<file path="config.mk">
export PLATFORM = sky130hd
export DESIGN_NAME = huffman_bit_unpacker
export DESIGN_NICKNAME = d
export VERILOG_FILES = /design/src/rtl/huffman_bit_unpacker.sv
export SDC_FILE = /design/constraint.sdc
export NUM_CORES = 1
export LEC_CHECK = 0
export CORE_MARGIN = 1.5
export CORE_UTILIZATION = 55
export CTS_BUF_LIST = sky130_fd_sc_hd__clkbuf_8 sky130_fd_sc_hd__clkbuf_16
export CTS_CLUSTER_DIAMETER = 150
export DETAILED_ROUTE_END_ITERATION = 12
export PLACE_DENSITY = 0.77
export SLEW_MARGIN = 20
export SYNTH_ARGS = -nofsm -noshare
export SYNTH_HDL_FRONTEND = slang
export SYNTH_SLANG_ARGS = --single-unit
</file>
<file path="constraint.sdc">
create_clock -name clk -period 3.3 [get_ports clk]
set_clock_uncertainty 0.1 [all_clocks]
set_input_delay 0.66 -clock clk [delete_from_list [all_inputs] [get_ports clk]]
set_output_delay 0.66 -clock clk [all_outputs]
set_load 0.03 [all_outputs]
</file>
<file path="src/rtl/huffman_bit_unpacker.sv">
// Word-to-bit unpacker: buffers 32-bit packed words in a small FIFO and streams them MSB-first
// over a valid/ready bit interface. Define HUFF_UNPACK_DROPCNT_EN to enable the dropped-word counter.
//
// state    | meaning
// ---------+-----------------------------------------------------------
// ST_EMPTY | shifter idle, bit_valid low; loads FIFO head when non-empty
// ST_SHIFT | shifter presents sh[31]; reloads back-to-back on the last bit
module huffman_bit_unpacker #(
   parameter int WORD_W     = 32,
   parameter int FIFO_DEPTH = 4,
   parameter int CNT_W      = 3
) (
   input  logic              clk,
   input  logic              reset_n,
   input  logic [WORD_W-1:0] word_in,
   input  logic              word_valid,
   output logic              bit_out,
   output logic              bit_valid,
   input  logic              bit_ready,
   output logic [CNT_W-1:0]  fifo_count,
   output logic              busy,
   output logic              overflow,
   output logic [7:0]        drop_count
);

   localparam int PTR_W  = $clog2(FIFO_DEPTH);
   localparam int BCNT_W = $clog2(WORD_W) + 1;

   typedef enum logic {ST_EMPTY, ST_SHIFT} state_t;

   state_t              state, state_nxt;
   logic [WORD_W-1:0]   mem [FIFO_DEPTH];
   logic [PTR_W-1:0]    wr_ptr, rd_ptr;
   logic [CNT_W-1:0]    count;
   logic [WORD_W-1:0]   sh;
   logic [BCNT_W-1:0]   bitcnt;
   logic                ovf;
   logic                hs, last_bit, fifo_empty, fifo_full;
   logic                pop, push, drop;

   assign fifo_empty = (count == '0);
   assign fifo_full  = (count == CNT_W'(FIFO_DEPTH));
   assign hs         = (state == ST_SHIFT) && bit_ready;
   assign last_bit   = (bitcnt == BCNT_W'(1));

   // A write into a full FIFO still lands when the shifter pops in the same cycle.
   assign push = word_valid && (!fifo_full || pop);
   assign drop = word_valid && fifo_full && !pop;

   always_ff @(posedge clk) begin
      if (!reset_n) state <= ST_EMPTY;
      else          state <= state_nxt;
   end

   always_comb begin
      state_nxt = state;
      pop       = 1'b0;
      case (state)
         ST_EMPTY: begin
            if (!fifo_empty) begin
               pop       = 1'b1;
               state_nxt = ST_SHIFT;
            end
         end
         ST_SHIFT: begin
            if (hs && last_bit) begin
               if (!fifo_empty) pop       = 1'b1;
               else             state_nxt = ST_EMPTY;
            end
         end
         default: state_nxt = ST_EMPTY;
      endcase
   end

   always_ff @(posedge clk) begin
      if (push) mem[wr_ptr] <= word_in;
   end

   always_ff @(posedge clk) begin
      if (!reset_n) begin
         wr_ptr <= '0;
         rd_ptr <= '0;
         count  <= '0;
      end else begin
         if (push) wr_ptr <= wr_ptr + PTR_W'(1);
         if (pop)  rd_ptr <= rd_ptr + PTR_W'(1);
         if (push && !pop)      count <= count + CNT_W'(1);
         else if (pop && !push) count <= count - CNT_W'(1);
      end
   end

   always_ff @(posedge clk) begin
      if (!reset_n) begin
         sh     <= '0;
         bitcnt <= '0;
      end else if (pop) begin
         sh     <= mem[rd_ptr];
         bitcnt <= BCNT_W'(WORD_W);
      end else if (hs) begin
         sh     <= {sh[WORD_W-2:0], 1'b0};
         bitcnt <= bitcnt - BCNT_W'(1);
      end
   end

   always_ff @(posedge clk) begin
      if (!reset_n)  ovf <= 1'b0;
      else if (drop) ovf <= 1'b1;
   end

`ifdef HUFF_UNPACK_DROPCNT_EN
   logic [7:0] drop_cnt_q;

   always_ff @(posedge clk) begin
      if (!reset_n)                         drop_cnt_q <= '0;
      else if (drop && drop_cnt_q != 8'hFF) drop_cnt_q <= drop_cnt_q + 8'd1;
   end

   assign drop_count = drop_cnt_q;
`else
   assign drop_count = 8'd0;
`endif

   assign bit_out    = sh[WORD_W-1];
   assign bit_valid  = (state == ST_SHIFT);
   assign fifo_count = count;
   assign busy       = (state == ST_SHIFT) || !fifo_empty;
   assign overflow   = ovf;

endmodule

</file>
==> impl_metrics.csv, run 1 <==
group,metric,value,unit
status,outcome,"finished clean",
cts,numCtsBuffers,17,
sta,tns,0,ps
cts,insertion_delay,420,ps
detailed_routing,drt_iter0_markers,294,
global_routing,antenna_found_initial,0,
sta,period_share,82.6,%
hold_path,holdPathEnd,"sh[0]",
power,clock_power_share,26.3,%
yosys,yosys_warnings,0,
cts,ctsHoldBuffers,0,
yosys,netlist_area,7000,sq um
worst_setup_path,path_cells,"clkdlybuf4s50_1 > nand4bb_1 > o211a_1 > nor2_1 > ha_1 > inv_1 > fa_1 > xor2_1 > or3_1 > a21oi_1",
worst_setup_path,crit_path_max_fanout,4,
sta,fmax,367,MHz
yosys,synth_async_sr_flop_share,0,%
power,p_seq_share,47.2,%
worst_setup_path,start_kind,"primary input",
sta,drv_slew,0,
placed_design,place_inst,647,
detailed_routing,ant_nets,0,
cts,root_buffer,"clkbuf_16",
die,fp-row-count,41,
sta,slew_headroom,53.1,%
cts,clockBufferDepth,2,
detailed_routing,wl_per_cell,18.1,um
yosys,ys_seq_elements,177,
layout,num-nets-final,538,
global_routing,grt_max_degree,43,
worst_setup_path,worst_path_largest_cell_delay,500,ps
worst_setup_path,crit_buf_inv,2,
sta,finalSetupViolations,0,
cts,cts_tree,"done",
worst_setup_path,required,3550,ps
power,power.density,785,nW/um^2
global_routing,grt-ovfl-total,0,
sta,finalHoldViolCount,0,
worst_setup_path,crit_path_end_kind,"flop",
yosys,synth-seq-area-share,68.9,%
hold_path,hold_path.class,"reg2reg",
die,die_area,13400,sq um
layout,post-route-util,64.8,%
power,vdd_drop_max,0.000315,V
global_routing,grt_pass1_vias,3895,
cts,cts.sink_count,177,
yosys,ys.flop_type,"edfxtp_1",
global_routing,grt_pass1_wl,20.0,mm
sta,post-route-min-period,2730,ps
worst_setup_path,crit_slowest_cell,"clkdlybuf4s50_1",
die,dieWidth,116,um
die,die-height,116,um
detailed_routing,firstDrtPassIters,4,
global_routing,grt_usage,20.1,%
sta,tightest_slew,703,ps
cts,htree_num_levels,4,
worst_setup_path,reg2reg_depth,11,
worst_setup_path,reg2reg_slack,740,ps
detailed_routing,drc,0,
layout,fin_cells,679,
die,core-area,12500,sq um
power,p_leak,2.66,nW
cts,cts.repair.resized,0,
yosys,synth_edf_count,128,
worst_setup_path,r2r_end,"fifo_count[2]",
power,switching_share,29.7,%
layout,areaGrowthSynthToFinish,15.8,%
power,p_switching,1.89,mW
placed_design,dp_hpwl,7.05,mm
worst_setup_path,critPathArrivalTime,2970,ps
sta,rsz0062_at_grt,"no",
flow_run,max-cap-violations,0,
detailed_routing,vias,3879,
cts,cts_setup_buffers,0,
worst_setup_path,r2r-start,"bitcnt[1]",
hold_path,hold_start,"sh[0]",
layout,diodes,0,
die,io_pins,51,
cts,path_clk_slew,60,ps
layout,drive_above_1_share,16.2,%
placed_design,portBuffers,42,
die,initial_core_util,55.9,%
power,p_comb_share,26.5,%
placed_design,gp_congestion,0.751,
yosys,synth_cell_types,36,
hold_path,worstHoldPathCells,2,
worst_setup_path,critical_path.top_delay_family,"simple AND/OR/NAND/NOR gates",
power,intPower,4.47,mW
detailed_routing,drt_wl_total,12.3,mm
yosys,syn_avg_cell_area,15.6,sq um
worst_setup_path,critPathKind,"in2reg",
detailed_routing,vias_per_cell,5.71,
yosys,synth_cells,448,
[through the flow]
step | hold slack, ps | power [mW] | setup WS (ps) | area [sq um]
after floorplan | 348 | 4.34 | 552 | 7020
after global placement | 354 | 4.67 | 171 | 7610
after detailed placement | 359 | 4.73 | 157 | 7610
after CTS | 367 | 6.41 | 582 | 8110
after global routing | 396 | 6.70 | 442 | 8110
final | 365 | 6.36 | 573 | 8110
[per-layer routing]
| metal | global-route usage, % | share of wire, % | wire length, um |
|---|---|---|---|
| met2 | 33.1 | 52 | 6410 |
| met3 | 4.50 | 4.0 | 488 |
| met4 | 7.56 | 1.3 | 157 |
| met1 | 26.6 | 43 | 5260 |
| met5 | 0 | 0 | 0 |
[worst min-delay path: cells and delay by family, from the launching register on]
family | cells | cell delay [ps]
simple gates | 1 | 60
compound gates | 1 | 60
flops | 1 | 310
[flip-flops by register name (all words and copies together) (netlist names), named ones only]
register	cells
mem	128
sh	32
rd_ptr	2
bit_valid	1
fifo_count	3
wr_ptr	2
bitcnt	6
overflow	1
[cells in the final DEF (no fill, tap or decap), types with 3 or more instances in the layout]
master	synthesis	layout
xor2_1	3	3
clkinv_1	0	6
clkbuf_16	0	17
xnor2_1	5	5
inv_1	8	14
dfxtp_1	49	48
buf_12	0	4
a311oi_1	22	22
o21a_1	3	3
a311oi_2	10	10
clkdlybuf4s50_1	0	42
buf_4	12	12
conb_1	1	8
nand3_1	34	34
mux4_2	32	32
nor2_1	42	42
and2_1	4	4
a21oi_1	6	6
edfxtp_1	128	128
nand2_1	35	35
ha_1	7	7
o21ai_0	3	3
[cell type report]
| class | instances | area [sq um] |
|---|---|---|
| flip-flops and latches | 177 | 4830 |
| fillers | 908 | 4410 |
| multi-input cells | 232 | 1950 |
| repair buffers | 58 | 591 |
| clock buffers | 17 | 425 |
| well taps | 172 | 215 |
| clock inverters | 15 | 65.1 |
| inverters | 8 | 30.0 |
[cell families (layout without fill, tap and decap cells)]
group / Yosys count / in the layout / share of synthesized area (%)
AO/OA/AOI/OAI: 48 / 48 / 6.36
XOR/XNOR: 8 / 8 / 1.00
multiplexers: 33 / 33 / 10.4
AND/OR/NAND/NOR: 127 / 127 / 8.12
buffers and inverters: 46 / 98 / 3.54
other: 1 / 8 / 0.0536
adder cells (fa/ha/maj): 8 / 8 / 1.54
flip-flops: 177 / 177 / 68.9
[how the worst max path moves through the flow]
stage | cells past startpoint | start | to
6_report | 10 | bit_ready | fifo_count[2]
5_1_grt | 10 | bit_ready | fifo_count[2]
4_1_cts | 10 | bit_ready | fifo_count[2]
3_3_place_gp | 10 | bit_ready | fifo_count[2]
2_1_floorplan | 10 | bit_ready | fifo_count[2]
3_5_place_dp | 10 | bit_ready | fifo_count[2]
[cells in the mapped netlist (2+ instances only)]
| cell type | n | share of area (%) |
|---|---|---|
| buf_2 | 6 | 0.43 |
| xnor2_1 | 5 | 0.63 |
| o21ai_0 | 3 | 0.21 |
| buf_4 | 12 | 1.3 |
| inv_1 | 8 | 0.43 |
| nor4b_1 | 2 | 0.25 |
| buf_6 | 3 | 0.48 |
| xor2_1 | 3 | 0.38 |
| mux4_2 | 32 | 10 |
| buf_1 | 3 | 0.16 |
| nor3_1 | 2 | 0.14 |
| dfxtp_1 | 49 | 14 |
| edfxtp_1 | 128 | 55 |
| nand2b_1 | 2 | 0.18 |
| nand3_1 | 34 | 2.4 |
| nand2_1 | 35 | 1.9 |
| clkbuf_1 | 14 | 0.75 |
| nor2_1 | 42 | 2.3 |
| a21oi_1 | 6 | 0.43 |
| and2_1 | 4 | 0.36 |
| a311oi_2 | 10 | 2.1 |
| a311oi_1 | 22 | 2.8 |
| ha_1 | 7 | 1.3 |
| o21a_1 | 3 | 0.32 |
| or3_1 | 2 | 0.18 |
[power by group through the flow]
stage / combinational (mW) / sequential, mW / clock (mW)
after floorplan: 1.37 / 2.97 / 0
after global placement: 1.65 / 3.02 / 0
after detailed placement: 1.68 / 3.04 / 0
after CTS: 1.70 / 3.00 / 1.70
after global routing: 1.86 / 3.05 / 1.79
final: 1.69 / 3.00 / 1.67
No activity file was read; power rests on OpenSTA's default activity.
==> run 2, diff against run 1 <==
--- a/config.mk
+++ b/config.mk
@@ -6,7 +6,7 @@
 export NUM_CORES = 1
 export LEC_CHECK = 0
 export CORE_MARGIN = 1.5
-export CORE_UTILIZATION = 55
+export CORE_UTILIZATION = 52
 export CTS_BUF_LIST = sky130_fd_sc_hd__clkbuf_8 sky130_fd_sc_hd__clkbuf_16
 export CTS_CLUSTER_DIAMETER = 150
 export DETAILED_ROUTE_END_ITERATION = 12
==> constraint.sdc (replaced) <==
create_clock -name clk -period 2.2 [get_ports clk]
set_clock_uncertainty 0.1 [all_clocks]
set_input_delay 0.44 -clock clk [delete_from_list [all_inputs] [get_ports clk]]
set_output_delay 0.44 -clock clk [all_outputs]
set_load 0.03 [all_outputs]
==> run 2 against run 1 <==
Effect of this change:
- hold slack gained 29 ps
- clock-buffer cell count is the same
- power grew 67%
- sequential power grew 47%
- critical path depth grew 1
- non-clock buffer count grew 44
- sequential share of layout area shrank 4.6 points
- largest power group unchanged
- worst setup slack lost 720 ps
- the flow now finishes with violations (negative setup slack)
- first-iteration DRC count grew 44%
- clock power grew 78%
==> impl_metrics.csv, run 2 (synthesis results as in run 1) <==
group,metric,value,unit
status,outcome,"finished with violations",
status,failed_checks,"negative setup slack",
layout,drive_above_1_share,27.8,%
detailed_routing,vias,4272,
cts,insertion_delay,430,ps
global_routing,grt-ovfl-total,0,
sta,finalSetupViolations,2,
detailed_routing,drc,0,
sta,finalHoldViolCount,0,
cts,htree_num_levels,4,
layout,diodes,0,
die,die-height,119,um
worst_setup_path,critPathArrivalTime,2610,ps
power,p_leak,2.99,nW
die,initial_core_util,53.1,%
power,finalPower,10.6,mW
cts,path_clk_slew,70,ps
global_routing,grt_max_degree,36,
layout,final_common_cell,"edfxtp_1",
cts,clockBufferDepth,2,
layout,mostFrequentLayoutCells,"edfxtp_1, dfxtp_1, buf_4",
flow_run,max-cap-violations,0,
die,core-area,13200,sq um
layout,design_area,8800,sq um
detailed_routing,firstDrtPassIters,6,
placed_design,portBuffers,42,
global_routing,antenna_found_initial,0,
placed_design,dpl_cell_area,7920,sq um
sta,fmax,425,MHz
die,die_area,14200,sq um
power,power.density,1210,nW/um^2
global_routing,grt_pass1_wl,22.0,mm
layout,post-route-util,66.7,%
global_routing,grt_usage,20.6,%
detailed_routing,wl_per_cell,20.3,um
sta,drv_slew,0,
placed_design,dp_hpwl,8.20,mm
sta,rsz0062_at_grt,"yes",
sta,fin_ws,-152,ps
cts,cts.sink_count,177,
detailed_routing,vias_per_cell,5.88,
cts,numCtsBuffers,17,
sta,post-route-min-period,2350,ps
layout,nFillCells,867,
power,vdd_drop_max,0.000775,V
worst_setup_path,start_kind,"flop",
layout,num-nets-final,582,
detailed_routing,ant_nets,0,
hold_path,hold_path.class,"reg2reg",
die,fp-row-count,42,
cts,cts_tree,"done",
worst_setup_path,required,2460,ps
cts,root_buffer,"clkbuf_16",
layout,largest_reg_flops,128,
layout,largestRegisters,"mem x128, sh x32, bitcnt x6",
die,dieWidth,119,um
sta,period_share,107,%
global_routing,grt_pass1_vias,4302,
detailed_routing,drt_wl_total,14.7,mm
layout,areaGrowthSynthToFinish,25.7,%
layout,largest-register,"mem",
detailed_routing,drt_iter0_markers,422,
placed_design,gp_congestion,0.768,
worst_setup_path,crit_path_max_fanout,2,
worst_setup_path,crit_path_end_kind,"flop",
worst_setup_path,critPathKind,"reg2reg",
die,io_pins,51,
==> run 2: repair_timing <==
item / CTS / global route
gates cloned: 0 / 10
setup endpoints to repair: 1 / 160
setup buffers: 4 / 3
gates resized for setup: 3 / 12
hold buffers: 0 / 0
pin swaps: 4 / 11
==> run 2: final timing paths <==
kind	start	to	slack [ps]	cells past startpoint
setup reg to reg	bitcnt[1]	fifo_count[2]	-150	11
hold / removal	sh[16]	sh[16]	390	2
setup / recovery	bitcnt[1]	fifo_count[2]	-150	11
hold reg to reg	sh[16]	sh[16]	390	2
==> run 2: final cells by class <==
class | instances | area [sq um] | share of cell area (%)
Clock buffer | 17 | 425 | 4.84
Clock inverter | 15 | 161 | 1.83
Inverter | 8 | 30.0 | 0.341
Multi-Input combinational cell | 232 | 2020 | 23.0
Sequential cell | 177 | 4830 | 54.9
Tap cell | 176 | 220 | 2.50
Timing Repair Buffer | 102 | 1110 | 12.6
==> run 2: stage by stage <==
step                hold slack [ps]  TNS, ps  worst slack (ps)  instances
floorplan                       348     -241              -241        455
global placement                369   -26080              -561        679
detailed placement              375   -34410              -677        679
CTS                             391     -324              -201        715
global route                    412    -3540              -228        727
finish                          394     -179              -152        727
==> run 2: critical path, cell delays in order (launching register included) <==
cell,delay (ps)
dfxtp_2,320
inv_2,70
ha_4,120
nand4bb_1,120
o211a_1,270
nor2_4,120
ha_4,150
inv_2,40
fa_2,340
xor2_1,170
or3_1,320
a21oi_2,140
==> run 2: layer usage <==
metal	vias to the layer above	wire length (um)	GRT usage (%)
met5	-	0	0
met4	0	301	8.21
met3	28	753	5.27
met2	177	7990	36.0
met1	2187	5700	24.4
li1	1880	-	-
==> run 2: where the power goes <==
| part | switching (mW) | internal, mW |
|---|---|---|
| Combinational | 1.67 | 1.54 |
| Clock | 1.29 | 1.69 |
| Sequential | 0.292 | 4.13 |
==> run 3, diff against run 2 <==
--- a/config.mk
+++ b/config.mk
@@ -5,10 +5,12 @@
 export SDC_FILE = /design/constraint.sdc
 export NUM_CORES = 1
 export LEC_CHECK = 0
+export CORE_ASPECT_RATIO = 1.1
 export CORE_MARGIN = 1.5
 export CORE_UTILIZATION = 52
 export CTS_BUF_LIST = sky130_fd_sc_hd__clkbuf_8 sky130_fd_sc_hd__clkbuf_16
 export CTS_CLUSTER_DIAMETER = 150
+export CTS_CLUSTER_SIZE = 14
 export DETAILED_ROUTE_END_ITERATION = 12
 export PLACE_DENSITY = 0.77
 export SLEW_MARGIN = 20
==> run 3 against run 2 <==
Effect of this change:
- the run still ends with negative setup slack left
- first-iteration DRC count fell by 23%
- non-clock buffer count decreased by 10
- fmax grew 0.25%
- critical path type is now in2reg
- largest cell class unchanged
==> impl_metrics.csv, run 3 (synthesis results as in run 1) <==
group,metric,value,unit
flow_run,max-cap-violations,0,
power,p_leak,2.88,nW
power,power.density,1200,nW/um^2
global_routing,grt_usage,19.8,%
worst_setup_path,crit_path_max_fanout,2,
status,failed_checks,"negative setup slack",
sta,fin_ws,-146,ps
detailed_routing,vias_per_cell,5.77,
cts,cts.sink_count,177,
cts,ctsHoldBuffers,0,
layout,mostFrequentLayoutCells,"edfxtp_1, dfxtp_1, nor2_1",
worst_setup_path,reg2reg_slack,-140,ps
layout,drive_above_1_share,26.6,%
die,initial_core_util,53.2,%
placed_design,gp_congestion,0.784,
detailed_routing,vias,4053,
global_routing,grt-ovfl-total,0,
global_routing,antenna_found_initial,0,
placed_design,dp_hpwl,7.94,mm
placed_design,portBuffers,42,
layout,final_common_cell,"edfxtp_1",
die,die_area,14200,sq um
sta,rsz0062_at_grt,"yes",
layout,areaGrowthSynthToFinish,22.5,%
global_routing,grt_pass1_wl,21.3,mm
worst_setup_path,path_cells,"clkdlybuf4s50_1 > nand4bb_1 > o211a_1 > nor2_2 > ha_2 > inv_2 > fa_2 > xor2_1 > or3_1 > a21oi_2",
sta,drv_slew,0,
cts,clockBufferDepth,2,
layout,fin_cells,702,
cts,insertion_delay,420,ps
worst_setup_path,crit_slowest_cell,"clkdlybuf4s50_1",
die,die-height,125,um
detailed_routing,drc,0,
die,dieWidth,114,um
sta,finalHoldViolCount,0,
sta,tns,-268,ps
worst_setup_path,critPathArrivalTime,2610,ps
worst_setup_path,r2r-start,"bitcnt[1]",
worst_setup_path,crit_path_end_kind,"flop",
cts,root_buffer,"clkbuf_16",
global_routing,grt_pass1_vias,4169,
detailed_routing,wl_per_cell,18.6,um
placed_design,place_inst,666,
layout,post-route-util,65.1,%
layout,largest-register,"mem",
global_routing,grt_max_degree,41,
die,core-area,13200,sq um
sta,hold_ws,372,ps
die,io_pins,51,
worst_setup_path,worst_path_largest_cell_delay,480,ps
placed_design,post-place-ws,-625,ps
hold_path,hold_path.class,"reg2reg",
detailed_routing,firstDrtPassIters,6,
worst_setup_path,required,2460,ps
worst_setup_path,start_kind,"primary input",
worst_setup_path,critPathKind,"in2reg",
layout,largest_reg_flops,128,
cts,path_clk_slew,70,ps
status,outcome,"finished with violations",
worst_setup_path,r2r_end,"fifo_count[2]",
detailed_routing,drt_iter0_markers,327,
die,fp-row-count,44,
layout,largestRegisters,"mem x128, sh x32, bitcnt x6",
layout,diodes,0,
sta,finalSetupViolations,2,
detailed_routing,ant_nets,0,
cts,htree_num_levels,4,
worst_setup_path,setup.worst_path.start,"bit_ready",
sta,period_share,107,%
sta,fmax,426,MHz
cts,cts_tree,"done",
sta,post-route-min-period,2350,ps
worst_setup_path,crit_end,"fifo_count[2]",
detailed_routing,drt_wl_total,13.1,mm
layout,num-nets-final,572,
worst_setup_path,reg2reg_depth,11,
cts,numCtsBuffers,17,
power,vdd_drop_max,0.000575,V
run 3: cell types whose count changed in the layout (fill, tap and decap cells not counted), sizes merged:
| cell | delta |
|---|---|
| buf | -5 |
| bufinv | -1 |
| clkbuf | -5 |
| clkinv | -3 |
| clkinvlp | +4 |
run 3: power by group:
| group | leakage, nW | internal, mW | switching [mW] | total [mW] |
|---|---|---|---|---|
| Clock | 0.263 | 1.57 | 1.26 | 2.83 |
| Combinational | 1.04 | 1.46 | 1.57 | 3.04 |
| Sequential | 1.58 | 4.12 | 0.269 | 4.39 |
run 3: layout make-up:
| cell class | instances | area [sq um] |
|---|---|---|
| inverters | 8 | 30.0 |
| flip-flops and latches | 177 | 4830 |
| well taps | 161 | 201 |
| multi-input cells | 232 | 2000 |
| clock buffers | 17 | 425 |
| clock inverters | 15 | 135 |
| fillers | 862 | 4590 |
| repair buffers | 92 | 950 |
run 3: worst min path at each step:
stage          start     to  slack (ps)  cells after the start
3_5_place_dp   sh[0]  sh[0]         360                      2
5_1_grt        sh[0]  sh[0]         400                      2
3_3_place_gp   sh[0]  sh[0]         360                      2
6_report       sh[0]  sh[0]         370                      2
2_1_floorplan  sh[0]  sh[0]         350                      2
4_1_cts        sh[0]  sh[0]         370                      2
run 3: worst max-delay path: cells and delay by family:
kind / cells / cell delay, ps
and+or+nand+nor: 3 / 580
buffers and inverters: 2 / 520
adders and majority gates: 2 / 520
AOI/OAI and AO/OA: 2 / 370
xor gates and xnor gates: 1 / 160
run 3: layer usage:
layer / GRT usage, % / wire, um
met1: 24.5 / 5180
met2: 33.8 / 7020
met3: 4.09 / 634
met4: 8.09 / 243
met5: 0 / 0
run 3: repair_timing:
| item | 4_1_cts | 5_1_grt |
|---|---|---|
| gates resized for setup | 15 | 4 |
| buffers inserted | 6 | 1 |
| endpoints found under the setup margin | 1 | 138 |
| endpoints found under the hold margin | 0 | 0 |
| pin swaps | 8 | 4 |
| gates cloned | 0 | 1 |
run 3: metrics by stage:
step | power (mW) | cell area, sq um
final | 10.3 | 8570
after global routing | 10.8 | 8570
after CTS | 10.3 | 8570
after detailed placement | 7.41 | 7920
after global placement | 7.31 | 7920
after floorplan | 6.54 | 7050
